`src/rtl/bus_dma_master_pkg.sv`:
```
`default_nettype none
// ============================================================================
//  Module      : dma_pkg
//  Description : Shared constants, register map and FSM encoding for the
//                bus_dma_master copy engine.
//  Revision    : 1.0 - initial release
// ============================================================================
package dma_pkg;

  // Slave register byte offsets inside the 16-byte window
  localparam logic [3:0] DMA_SRC  = 4'h0;
  localparam logic [3:0] DMA_DST  = 4'h4;
  localparam logic [3:0] DMA_LEN  = 4'h8;
  localparam logic [3:0] DMA_CTRL = 4'hc;

  // CTRL write bits and STATUS read bits
  localparam int CTRL_START    = 0;
  localparam int CTRL_CLR_DONE = 1;
  localparam int CTRL_FILL     = 2;
  localparam int STAT_BUSY     = 0;
  localparam int STAT_DONE     = 1;

  // Base address used by the SoC-level slave decode
  localparam logic [31:0] DMA_BASE_ADDR = 32'h8000_0020;

  typedef enum logic [1:0] {
    ST_IDLE = 2'd0,
    ST_RD   = 2'd1,
    ST_WR   = 2'd2,
    ST_FIN  = 2'd3
  } dma_state_t;

  // Byte-lane merge of a bus write into an existing register value
  function automatic logic [31:0] merge_bytes(input logic [31:0] old_v,
                                              input logic [31:0] new_v,
                                              input logic [3:0]  strb);
    logic [31:0] res;
    for (int i = 0; i < 4; i++) begin
      res[8*i +: 8] = strb[i] ? new_v[8*i +: 8] : old_v[8*i +: 8];
    end
    return res;
  endfunction

endpackage
`default_nettype wire

```
`src/rtl/bus_dma_master_regs.sv`:
```
`default_nettype none
// ============================================================================
//  Module      : dma_regs
//  Description : CPU-facing register file (SRC/DST/LEN/CTRL) with a registered
//                one-cycle ready handshake. Produces the START strobe and the
//                latched configuration for the transfer FSM.
//                Optional feature macro: DMA_FILL_EN (pattern fill mode).
//  Revision    : 1.0 - initial release
// ============================================================================
module dma_regs
  import dma_pkg::*;
#(
  parameter int LEN_WIDTH = 16
) (
  input  logic                 clk,
  input  logic                 reset,
  input  logic                 i_sel,
  input  logic [3:0]           i_addr,
  input  logic [3:0]           i_wstrb,
  input  logic [31:0]          i_wdata,
  output logic [31:0]          o_rdata,
  output logic                 o_ready,
  input  logic                 i_busy,
  input  logic                 i_fin,
  input  logic [LEN_WIDTH-1:0] i_cnt,
  input  logic                 i_fill_q,
  output logic [31:0]          o_src,
  output logic [31:0]          o_dst,
  output logic [LEN_WIDTH-1:0] o_len,
  output logic [31:0]          o_pattern,
  output logic                 o_start,
  output logic                 o_fill
);

  logic                 r_ready;
  logic [31:0]          r_rdata;
  logic [31:0]          r_src;
  logic [31:0]          r_dst;
  logic [LEN_WIDTH-1:0] r_len;
  logic                 r_done;

  logic        w_acc;
  logic        w_wr;
  logic        w_cfg_wr;
  logic        w_ctrl_wr;
  logic        w_clr;
  logic [31:0] w_src_wr;
  logic [31:0] w_dst_wr;
  logic [31:0] w_len_wr;
  logic [31:0] w_cnt32;
  logic [31:0] w_status;
  logic [31:0] w_rd_mux;
  logic        w_unused_bits;

  // An access is accepted only when ready is low, so a held select cannot
  // produce a second pulse back-to-back.
  assign w_acc     = i_sel & ~r_ready;
  assign w_wr      = w_acc & (|i_wstrb);
  assign w_cfg_wr  = w_wr & ~i_busy;
  assign w_ctrl_wr = w_wr & (i_addr[3:2] == DMA_CTRL[3:2]) & i_wstrb[0];
  assign w_clr     = w_ctrl_wr & i_wdata[CTRL_CLR_DONE];
  assign o_start   = w_ctrl_wr & i_wdata[CTRL_START] & ~i_busy;

  assign w_src_wr = merge_bytes(r_src, i_wdata, i_wstrb);
  assign w_dst_wr = merge_bytes(r_dst, i_wdata, i_wstrb);
  assign w_len_wr = merge_bytes(32'(r_len), i_wdata, i_wstrb);
  assign w_cnt32  = 32'(i_cnt);
  assign w_status = {w_cnt32[15:0], 13'd0, i_fill_q, r_done, i_busy};

  assign w_unused_bits = &{1'b0, i_addr[1:0], w_len_wr, w_cnt32};

  // Read data multiplexer for the four registers
  always_comb begin
    w_rd_mux = 32'd0;
    case (i_addr[3:2])
      DMA_SRC[3:2]:  w_rd_mux = r_src;
      DMA_DST[3:2]:  w_rd_mux = r_dst;
      DMA_LEN[3:2]:  w_rd_mux = 32'(r_len);
      default:       w_rd_mux = w_status;
    endcase
  end

  // Register file, handshake and sticky DONE flag
  always_ff @(posedge clk) begin
    if (reset) begin
      r_ready <= 1'b0;
      r_rdata <= 32'd0;
      r_src   <= 32'd0;
      r_dst   <= 32'd0;
      r_len   <= '0;
      r_done  <= 1'b0;
    end else begin
      r_ready <= w_acc;
      r_rdata <= w_acc ? w_rd_mux : 32'd0;
      if (w_cfg_wr && (i_addr[3:2] == DMA_SRC[3:2])) r_src <= w_src_wr & 32'hffff_fffc;
      if (w_cfg_wr && (i_addr[3:2] == DMA_DST[3:2])) r_dst <= w_dst_wr & 32'hffff_fffc;
      if (w_cfg_wr && (i_addr[3:2] == DMA_LEN[3:2])) r_len <= w_len_wr[LEN_WIDTH-1:0];
      if (i_fin) begin
        r_done <= 1'b1;
      end else if (w_clr || o_start) begin
        r_done <= 1'b0;
      end
    end
  end

`ifdef DMA_FILL_EN
  logic [31:0] r_pattern;

  // The fill pattern keeps all 32 written bits; only the address view is aligned.
  always_ff @(posedge clk) begin
    if (reset) begin
      r_pattern <= 32'd0;
    end else if (w_cfg_wr && (i_addr[3:2] == DMA_SRC[3:2])) begin
      r_pattern <= w_src_wr;
    end
  end

  assign o_pattern = r_pattern;
  assign o_fill    = i_wdata[CTRL_FILL];
`else
  assign o_pattern = r_src;
  assign o_fill    = 1'b0;
`endif

  assign o_rdata = r_rdata;
  assign o_ready = r_ready;
  assign o_src   = r_src;
  assign o_dst   = r_dst;
  assign o_len   = r_len;

endmodule
`default_nettype wire

```
`src/rtl/bus_dma_master.sv`:
```
`default_nettype none
// ============================================================================
//  Module      : bus_dma_master
//  Description : Memory-to-memory copy engine. CPU programs SRC/DST/LEN via a
//                4-register slave port; the master port issues one read then
//                one write per 32-bit word on a valid/ready memory bus.
//                Optional feature macro: DMA_FILL_EN (pattern fill mode).
//  Revision    : 1.0 - initial release
// ============================================================================
module bus_dma_master
  import dma_pkg::*;
#(
  parameter int LEN_WIDTH = 16
) (
  input  logic        clk,
  input  logic        reset,
  input  logic        dma_sel,
  input  logic [3:0]  addr,
  input  logic [3:0]  wstrb,
  input  logic [31:0] data_i,
  output logic [31:0] data_o,
  output logic        dma_ready,
  output logic        m_valid,
  output logic [31:0] m_addr,
  output logic [31:0] m_wdata,
  output logic [3:0]  m_wstrb,
  input  logic        m_ready,
  input  logic [31:0] m_rdata,
  output logic        irq_done
);

  dma_state_t           r_state;
  logic                 r_m_valid;
  logic [31:0]          r_m_addr;
  logic [31:0]          r_m_wdata;
  logic [3:0]           r_m_wstrb;
  logic [31:0]          r_cur_src;
  logic [31:0]          r_cur_dst;
  logic [LEN_WIDTH-1:0] r_cnt;
  logic [31:0]          r_buf;
  logic                 r_fill;
  logic                 r_irq;

  logic                 w_busy;
  logic                 w_fin;
  logic                 w_start;
  logic                 w_fill;
  logic [31:0]          w_src;
  logic [31:0]          w_dst;
  logic [LEN_WIDTH-1:0] w_len;
  logic [31:0]          w_pattern;

  assign w_busy = (r_state != ST_IDLE);
  assign w_fin  = (r_state == ST_FIN);

  dma_regs #(
    .LEN_WIDTH (LEN_WIDTH)
  ) u_regs (
    .clk       (clk),
    .reset     (reset),
    .i_sel     (dma_sel),
    .i_addr    (addr),
    .i_wstrb   (wstrb),
    .i_wdata   (data_i),
    .o_rdata   (data_o),
    .o_ready   (dma_ready),
    .i_busy    (w_busy),
    .i_fin     (w_fin),
    .i_cnt     (r_cnt),
    .i_fill_q  (r_fill),
    .o_src     (w_src),
    .o_dst     (w_dst),
    .o_len     (w_len),
    .o_pattern (w_pattern),
    .o_start   (w_start),
    .o_fill    (w_fill)
  );

  // Transfer FSM: each bus request is raised in one cycle and held until
  // m_ready, then dropped, which leaves an idle cycle between requests.
  always_ff @(posedge clk) begin
    if (reset) begin
      r_state   <= ST_IDLE;
      r_m_valid <= 1'b0;
      r_m_addr  <= 32'd0;
      r_m_wdata <= 32'd0;
      r_m_wstrb <= 4'd0;
      r_cur_src <= 32'd0;
      r_cur_dst <= 32'd0;
      r_cnt     <= '0;
      r_buf     <= 32'd0;
      r_fill    <= 1'b0;
      r_irq     <= 1'b0;
    end else begin
      r_irq <= 1'b0;
      case (r_state)
        ST_IDLE: begin
          if (w_start) begin
            r_cur_src <= w_src;
            r_cur_dst <= w_dst;
            r_cnt     <= w_len;
            r_fill    <= w_fill;
            r_buf     <= w_pattern;
            if (w_len == '0)  r_state <= ST_FIN;
            else if (w_fill)  r_state <= ST_WR;
            else              r_state <= ST_RD;
          end
        end
        ST_RD: begin
          if (!r_m_valid) begin
            r_m_valid <= 1'b1;
            r_m_addr  <= r_cur_src;
            r_m_wstrb <= 4'h0;
          end else if (m_ready) begin
            r_buf     <= m_rdata;
            r_m_valid <= 1'b0;
            r_state   <= ST_WR;
          end
        end
        ST_WR: begin
          if (!r_m_valid) begin
            r_m_valid <= 1'b1;
            r_m_addr  <= r_cur_dst;
            r_m_wdata <= r_buf;
            r_m_wstrb <= 4'hf;
          end else if (m_ready) begin
            r_m_valid <= 1'b0;
            r_m_wstrb <= 4'h0;
            r_cur_dst <= r_cur_dst + 32'd4;
            if (!r_fill) r_cur_src <= r_cur_src + 32'd4;
            r_cnt <= r_cnt - LEN_WIDTH'(1);
            if (r_cnt == LEN_WIDTH'(1)) r_state <= ST_FIN;
            else if (r_fill)            r_state <= ST_WR;
            else                        r_state <= ST_RD;
          end
        end
        ST_FIN: begin
          r_irq   <= 1'b1;
          r_state <= ST_IDLE;
        end
        default: r_state <= ST_IDLE;
      endcase
    end
  end

  assign m_valid  = r_m_valid;
  assign m_addr   = r_m_addr;
  assign m_wdata  = r_m_wdata;
  assign m_wstrb  = r_m_wstrb;
  assign irq_done = r_irq;

endmodule
`default_nettype wire
```
`config.mk`:
```
export PLATFORM = sky130hd
export DESIGN_NAME = bus_dma_master
export DESIGN_NICKNAME = d
export VERILOG_FILES = /design/src/rtl/bus_dma_master_pkg.sv /design/src/rtl/bus_dma_master_regs.sv /design/src/rtl/bus_dma_master.sv
export SDC_FILE = /design/constraint.sdc
export NUM_CORES = 1
export LEC_CHECK = 0
export BUFFER_PORTS_ARGS = -buffer_cell sky130_fd_sc_hd__buf_4
export CAP_MARGIN = 15
export CORE_AREA = 2 2 174 176
export DETAILED_ROUTE_END_ITERATION = 10
export DIE_AREA = 0 0 176 178
export GPL_TIMING_DRIVEN = 0
export PLACE_DENSITY = 0.65
export SLEW_MARGIN = 0
export SYNTH_ARGS = -nofsm -noshare
export SYNTH_HDL_FRONTEND = slang
export SYNTH_SLANG_ARGS = --single-unit
```
`constraint.sdc`:
```
create_clock -name clk -period 3.3 [get_ports clk]
set_clock_uncertainty 0.2 [all_clocks]
set_input_delay 0.66 -clock clk [delete_from_list [all_inputs] [get_ports clk]]
set_output_delay 0.66 -clock clk [all_outputs]
set_load 0.05 [all_outputs]
```
[Word level (Yosys, flattened, before mapping)]
Index checks and enable logic that the tools add are counted.
Word-level totals
  register bits after elaboration: 294
  input bits: 76
  logic and storage cells: 120
Cells by class
  bitwise gates (word level): 12
  reduce and logical (&&, ||, !) cells: 31
  mux-type cells: 36
  eq/ne operators: 15
  add/sub/neg operators: 3
Operators with widths (number)
  $mux W32: 10
  $pmux W32 S2: 4
  $pmux W32 S3: 1
  $add A32 B3 Y32 const B: 2
  $mux W16: 3
  $pmux W16 S2: 1
  $reduce_and A2 Y1: 11
  $eq A16 B1 Y1 const B: 1
  $logic_not A16 Y1: 1
  $sub A16 B1 Y16 const B: 1
  $mux W2: 7
  $mux W4: 3
  $ne A2 B2 Y1 const B: 6
  $reduce_bool A2 Y1: 5
  $and A1 B1 Y1: 8
  $eq A2 B2 Y1 const B: 4
  $pmux W2 S4: 1
  $pmux W4 S2: 1
  $reduce_and A4 Y1: 2
  $reduce_and A3 Y1: 2
  $mux W1: 5
  $reduce_and A5 Y1: 1
  $eq A2 B1 Y1 const B: 2
  $logic_not A2 Y1: 2
  other kinds (7): 13

[Logic depth before layout (Yosys ltp)]
  word-level depth: 10
  gate-level depth with buffers: 10

[Hierarchy]
From an unflattened synthesis, not the netlist that was laid out.
Unflattened totals
  cell total of the unflattened synthesis: 1689
  area, all modules: 14554.0 µm²
By module, submodules not included
  bus_dma_master: instances 1, area each 9435.3 µm², seq. area each 3643.5 µm², cells an instance 1188
  dma_regs: instances 1, area each 5118.7 µm², seq. area each 2202.1 µm², cells an instance 501

[Least setup slack after synthesis]
Ideal clock, no wire load.
  path type: reg-to-reg
  from: reg r_m_valid (netlist: m_valid)
  to: reg r_cur_dst[2]
  buffers on the path: 3
  data required time: 3.009 ns
  stages on the path, launching flop included: 8
  arrival: 2.260 ns
  path slack: 0.749 ns
  setup time: 0.091 ns
  period minus slack after synthesis: 2.551 ns
  cell sequence: dfxtp_1 clkbuf_1 nand3_1 a21oi_1 clkbuf_1 buf_1 a21oi_1 a311oi_1
On the way
  longest elaborated chain between the ends: 2
Ends and longest elaborated chain
  start, declared: line bus_dma_master.sv:33  | logic r_m_valid;
  start signal, assigned: line bus_dma_master.sv:84  | r_m_valid <= 1'b0;
  start signal, assigned: line bus_dma_master.sv:111  | r_m_valid <= 1'b1;
  start signal, assigned: line bus_dma_master.sv:116  | r_m_valid <= 1'b0;
  $ne A2 B2 Y1 (no line)
  $reduce_and A4 Y1 (no line)
  end signal, assigned: line bus_dma_master.sv:100  | r_cur_dst <= w_dst;
  end signal, assigned: line bus_dma_master.sv:129  | r_cur_dst <= r_cur_dst + 32'd4;
  end, declared: line bus_dma_master.sv:38  | logic [31:0] r_cur_dst;
No other way between the ends.
A chain may end at the register's enable or synchronous reset.

[Final worst setup path]
  from: reg r_state[0]
  to: reg r_m_addr[28] (netlist: m_addr[28])
On the way
  longest elaborated chain between the ends: 3
  elaborated cells between the ends (all ways): 7
  classes of those cells: eq/ne (4); mux (1); reduce/logical (2)
Ends and longest elaborated chain
  start, declared: line bus_dma_master.sv:32  | dma_state_t r_state;
  start signal, assigned: line bus_dma_master.sv:83  | r_state <= ST_IDLE;
  start signal, assigned: line bus_dma_master.sv:104  | if (w_len == '0) r_state <= ST_FIN;
  start signal, assigned: line bus_dma_master.sv:105  | else if (w_fill) r_state <= ST_WR;
  $eq A2 B1 Y1 / $eq A2 B2 Y1 (equally long branches): line bus_dma_master.sv:96  | case (r_state)
  $ne A2 B2 Y1 (no line) / $reduce_bool A2 Y1 (equally long branches)
  $reduce_and A3 Y1 (no line)
  end signal, assigned: line bus_dma_master.sv:112  | r_m_addr <= r_cur_src;
  end signal, assigned: line bus_dma_master.sv:123  | r_m_addr <= r_cur_dst;
  end, declared: line bus_dma_master.sv:34  | logic [31:0] r_m_addr;
Several ways; a longest one is shown, not always the timed one.

==> results_tabular.tex <==
\begin{tabular}{lr}
\hline
Metric & Value \\
\hline
\multicolumn{2}{l}{\textbf{Run}} \\
\quad Max cap viols & 0 \\
\multicolumn{2}{l}{\textbf{Placed design}} \\
\quad I/O Buffers & 173 \\
\quad Cell area after placement & between 10000 and 15000 µm² \\
\quad Post-detailed-placement half-perimeter wirelength & 39600 µm \\
\quad DP Worst Slack & -0.337 ns \\
\quad Number of placed cells counting well taps & 2163 \\
\quad Global placer's final weighted congestion & 0.966 \\
\multicolumn{2}{l}{\textbf{Cells and area}} \\
\quad Net count of the finished layout & 1889 \\
\quad Filler cells & about 2900 \\
\quad Share of post-route cells with drive strength above 1 & 0.140 \\
\quad Number of cells in the finished layout apart from fillers & 2215 \\
\quad Layout overhead on the synthesized area & 21.4\% \\
\quad Post-layout utilization of the core & 0.541 \\
\quad Post-Layout Inst Area & about 16000 µm² \\
\multicolumn{2}{l}{\textbf{Worst setup path}} \\
\quad Critical Path, Cell by Cell & inv\_1 > ha\_1 > clkbuf\_1 > inv\_1 > clkbuf\_1 > buf\_1 > a21oi\_1 > a211oi\_1 \\
\quad Kind of end point of the critical path & flip-flop \\
\quad Kind of critical path & reg -> reg \\
\quad Slowest cell on the critical path & buf\_1 \\
\quad Worst Path Max Fanout & 10 \\
\quad WP data required & 3.57 ns \\
\quad Arrival time reported for the critical path endpoint & roughly 3.5 ns \\
\quad Slowest cell delay on critical path & 0.73 ns \\
\quad Sort of element at the start of the critical path & flip-flop \\
\multicolumn{2}{l}{\textbf{Synthesis}} \\
\quad Count of flip-flops with a built-in enable after synthesis & 0 \\
\quad Async S/R FF share, synth & 0 \\
\quad Yosys synthesis warning count & 0 \\
\quad Adder-cell area share of the yosys netlist & 0.00764 \\
\quad Dominant combinational cell family by area after synthesis & simple AND/OR/NAND/NOR gates \\
\quad Syn avg cell area & 8.20 µm² \\
\quad Most used flip-flop cell after synthesis & dfxtp\_1 \\
\quad Compound-cell area share of the yosys netlist & 0.184 \\
\quad FF+latch count, synth & 286 \\
\quad Post-Syn Instances & 1598 \\
\quad Total standard cell area after synthesis & 13100 µm² \\
\quad Register area share after synthesis & 0.437 \\
\quad Synthesized-area fraction occupied by xor and xnor cells & 0.00134 \\
\quad Yosys cell types & 62 \\
\quad Simple-gate portion of the synthesized area & 0.218 \\
\quad Top cell type's share of synthesized area & 0.437 \\
\quad Largest area contributor in the netlist & dfxtp\_1 \\
\quad Top cells by area in the synthesized netlist & dfxtp\_1, mux2i\_1, nor2\_1 \\
\quad Nets in the synthesized netlist & approximately 1700 \\
\quad Share of cell area taken by muxes after synthesis & 0.106 \\
\multicolumn{2}{l}{\textbf{Detailed routing}} \\
\quad Average wire per cell in the routed design & around 24 µm \\
\quad DR vias/cell & 6.04 \\
\quad Pre-antenna DRT Iters & 6 \\
\quad Initial detailed-routing violation count & 1602 \\
\quad DRC violations left & 0 \\
\quad Total number of vias & $\sim$13000 \\
\quad DRT Wirelength & 53400 µm \\
\quad ANT nets after route & 0 \\
\multicolumn{2}{l}{\textbf{Clock network}} \\
\quad Post-CTS Setup Repair Bufs & 0 \\
\quad Clock-pin slew on the worst setup and hold paths & 0.06 ns \\
\quad TritonCTS clock tree & built \\
\quad Latest clock arrival within the worst-skew pair & 0.57 ns \\
\quad Sink Count & 286 \\
\quad Clock Tree Root & clkbuf\_16 \\
\quad Maximum root-to-sink buffer count & 3 \\
\quad Number of CTS-inserted buffers & 31 \\
\quad Number of H-tree levels & 1 \\
\multicolumn{2}{l}{\textbf{Die}} \\
\quad Die footprint & 31300 µm² \\
\quad Die Y-Extent & 178 µm \\
\quad Core area & 29400 µm² \\
\quad Effective utilization at floorplan & 0.446 \\
\quad Die width & 176 µm \\
\quad Boundary Pins & 179 \\
\quad Placement Rows & 63 \\
\multicolumn{2}{l}{\textbf{GRT}} \\
\quad Grt ovf & 0 \\
\quad Initial antenna violation count & 1 \\
\quad Pin count of the biggest net entering global routing & 15 \\
\quad Overall fraction of global-route tracks in use & 0.332 \\
\quad Vias in the first global route & 12434 \\
\quad Global-route wire length before repair & 78500 µm \\
\multicolumn{2}{l}{\textbf{Timing}} \\
\quad Final worst slack & approximately 0.037 ns \\
\quad Final number of hold-violating endpoints & 0 \\
\quad Slew at the pin closest to its max-slew limit & around 1.1 ns \\
\quad Maximum operating frequency & 306 MHz \\
\quad Total negative setup slack & 0 ns \\
\quad Fin crit share & 0.989 \\
\quad Setup repair after global routing missed its margin & no \\
\quad Final setup vio count & 0 \\
\quad Slew margin rel. & 0.254 \\
\quad Max-slew violations & 0 \\
\quad Min Tclk post-route & about 3.3 ns \\
\multicolumn{2}{l}{\textbf{Power}} \\
\quad Total power density per cell area & 876 nW/µm² \\
\quad Maximum vdd ir drop & around 0.00043 V \\
\quad P\_leak & 0.00557 µW \\
\multicolumn{2}{l}{\textbf{Hold path}} \\
\quad Path class of the lowest-slack min-delay path & in -> reg \\
\multicolumn{2}{l}{\textbf{Status}} \\
\quad Run status & finished clean \\
\hline
\end{tabular}
==> power by group <==
group          internal [µW]  leakage, µW  total, µW  switching [µW]
Clock                   1970     0.000487       3440            1470
Sequential              4050      0.00232       4560             508
Combinational           1760      0.00276       5940            4180
Total                   7780      0.00557      13900            6160
==> path summary, 6_finish.rpt <==
| check | startpoint | endpoint | slack (ns) | depth (start not counted) |
|---|---|---|---|---|
| max reg2reg | r_state[0]$_SDFFE_PP0P_ | m_addr[28]$_SDFFE_PP0P_ | 0.04 | 8 |
| min | data_i[19] | u_regs.o_dst[19]$_SDFFE_PP0P_ | 0.15 | 3 |
| min reg2reg | r_buf[9]$_SDFFE_PP0P_ | m_wdata[9]$_SDFFE_PP0P_ | 0.25 | 2 |
| max | r_state[0]$_SDFFE_PP0P_ | m_addr[28]$_SDFFE_PP0P_ | 0.04 | 8 |
==> metal layers <==
metal,vias up,global-route usage,wire [µm]
met2,790,0.499,22400
met1,6316,0.466,22400
met3,142,0.0703,6200
li1,6123,-,-
met4,0,0.132,2300
met5,-,0,0
==> Yosys cell counts, drive strengths merged (14+ instances only) <==
library cell    n
buf            27
nor2          218
nand2         167
nand3          62
nor3           43
a21oi         159
and2           14
a211oi         71
clkbuf        110
dfxtp         286
inv            19
mux2i         139
nand4          18
nor4           21
o21ai          62
==> cells in the final DEF, fill, tap and decap left out, types with 12 or more instances in the layout <==
cell type  count
dfxtp_1      286
nor2_1       218
buf_4        177
nand2_1      166
a21oi_1      158
mux2i_1      139
clkbuf_1     107
a211oi_1      71
o21ai_0       61
nand3_1       60
nor3_1        42
clkbuf_16     31
nor4_1        21
inv_1         19
nand4_1       18
buf_1         17
and2_1        14
nor2b_1       13
a311oi_1      12
==> flip-flops by register name, indices dropped and copies added (netlist names) <==
signal,flops
u_regs.o_rdata,32
r_cnt,16
r_state,2
m_addr,31
u_regs.o_len,16
m_valid,1
m_wstrb,1
u_regs.o_dst,30
m_wdata,32
r_cur_dst,30
irq_done,1
u_regs.r_done,1
r_cur_src,30
u_regs.o_ready,1
r_buf,32
u_regs.o_pattern,30
==> logic make-up (layout without fill, tap and decap cells) <==
family / count (synthesis) / after routing
buffers and inverters: 156 / 382
multiplexers: 139 / 139
other: 0 / 1
XOR/XNOR: 2 / 2
adder cells (fa/ha/maj): 8 / 8
AO/OA/AOI/OAI: 389 / 389
flip-flops: 286 / 286
AND/OR/NAND/NOR: 618 / 618
==> stage by stage <==
step / power, µW / hold slack [ns]
finish: 13900 / 0.149
detailed placement: 10400 / 0.246
floorplan: 8360 / 0.232
CTS: 13800 / 0.132
global route: 14500 / 0.157
global placement: 10300 / 0.243
==> layout make-up <==
type	instances	area [µm²]	share of cell area
Clock inverter	13	126	0.00794
Antenna cell	1	2.50	0.000157
Sequential cell	286	5730	0.360
Inverter	19	71.3	0.00448
Timing Repair Buffer	175	1310	0.0822
Clock buffer	39	856	0.0538
Multi-Input combinational cell	1156	6800	0.427
Tap cell	390	488	0.0307
Buffer	136	539	0.0339
==> critical path, delay by kind of cell, from the launching register on <==
| kind | cells | cell delay (ns) |
|---|---|---|
| AOI/OAI and AO/OA | 2 | 0.58 |
| DFF | 1 | 0.38 |
| adders and majority gates | 1 | 0.19 |
| buffers and inverters | 5 | 1.82 |
==> timing repair <==
action	in CTS	in global routing
resized for setup	7	5
hold buffers	0	0
endpoints found under the hold margin	0	0
gates cloned	0	0
setup endpoints to repair	50	52
(Power assumes the default switching activity.)
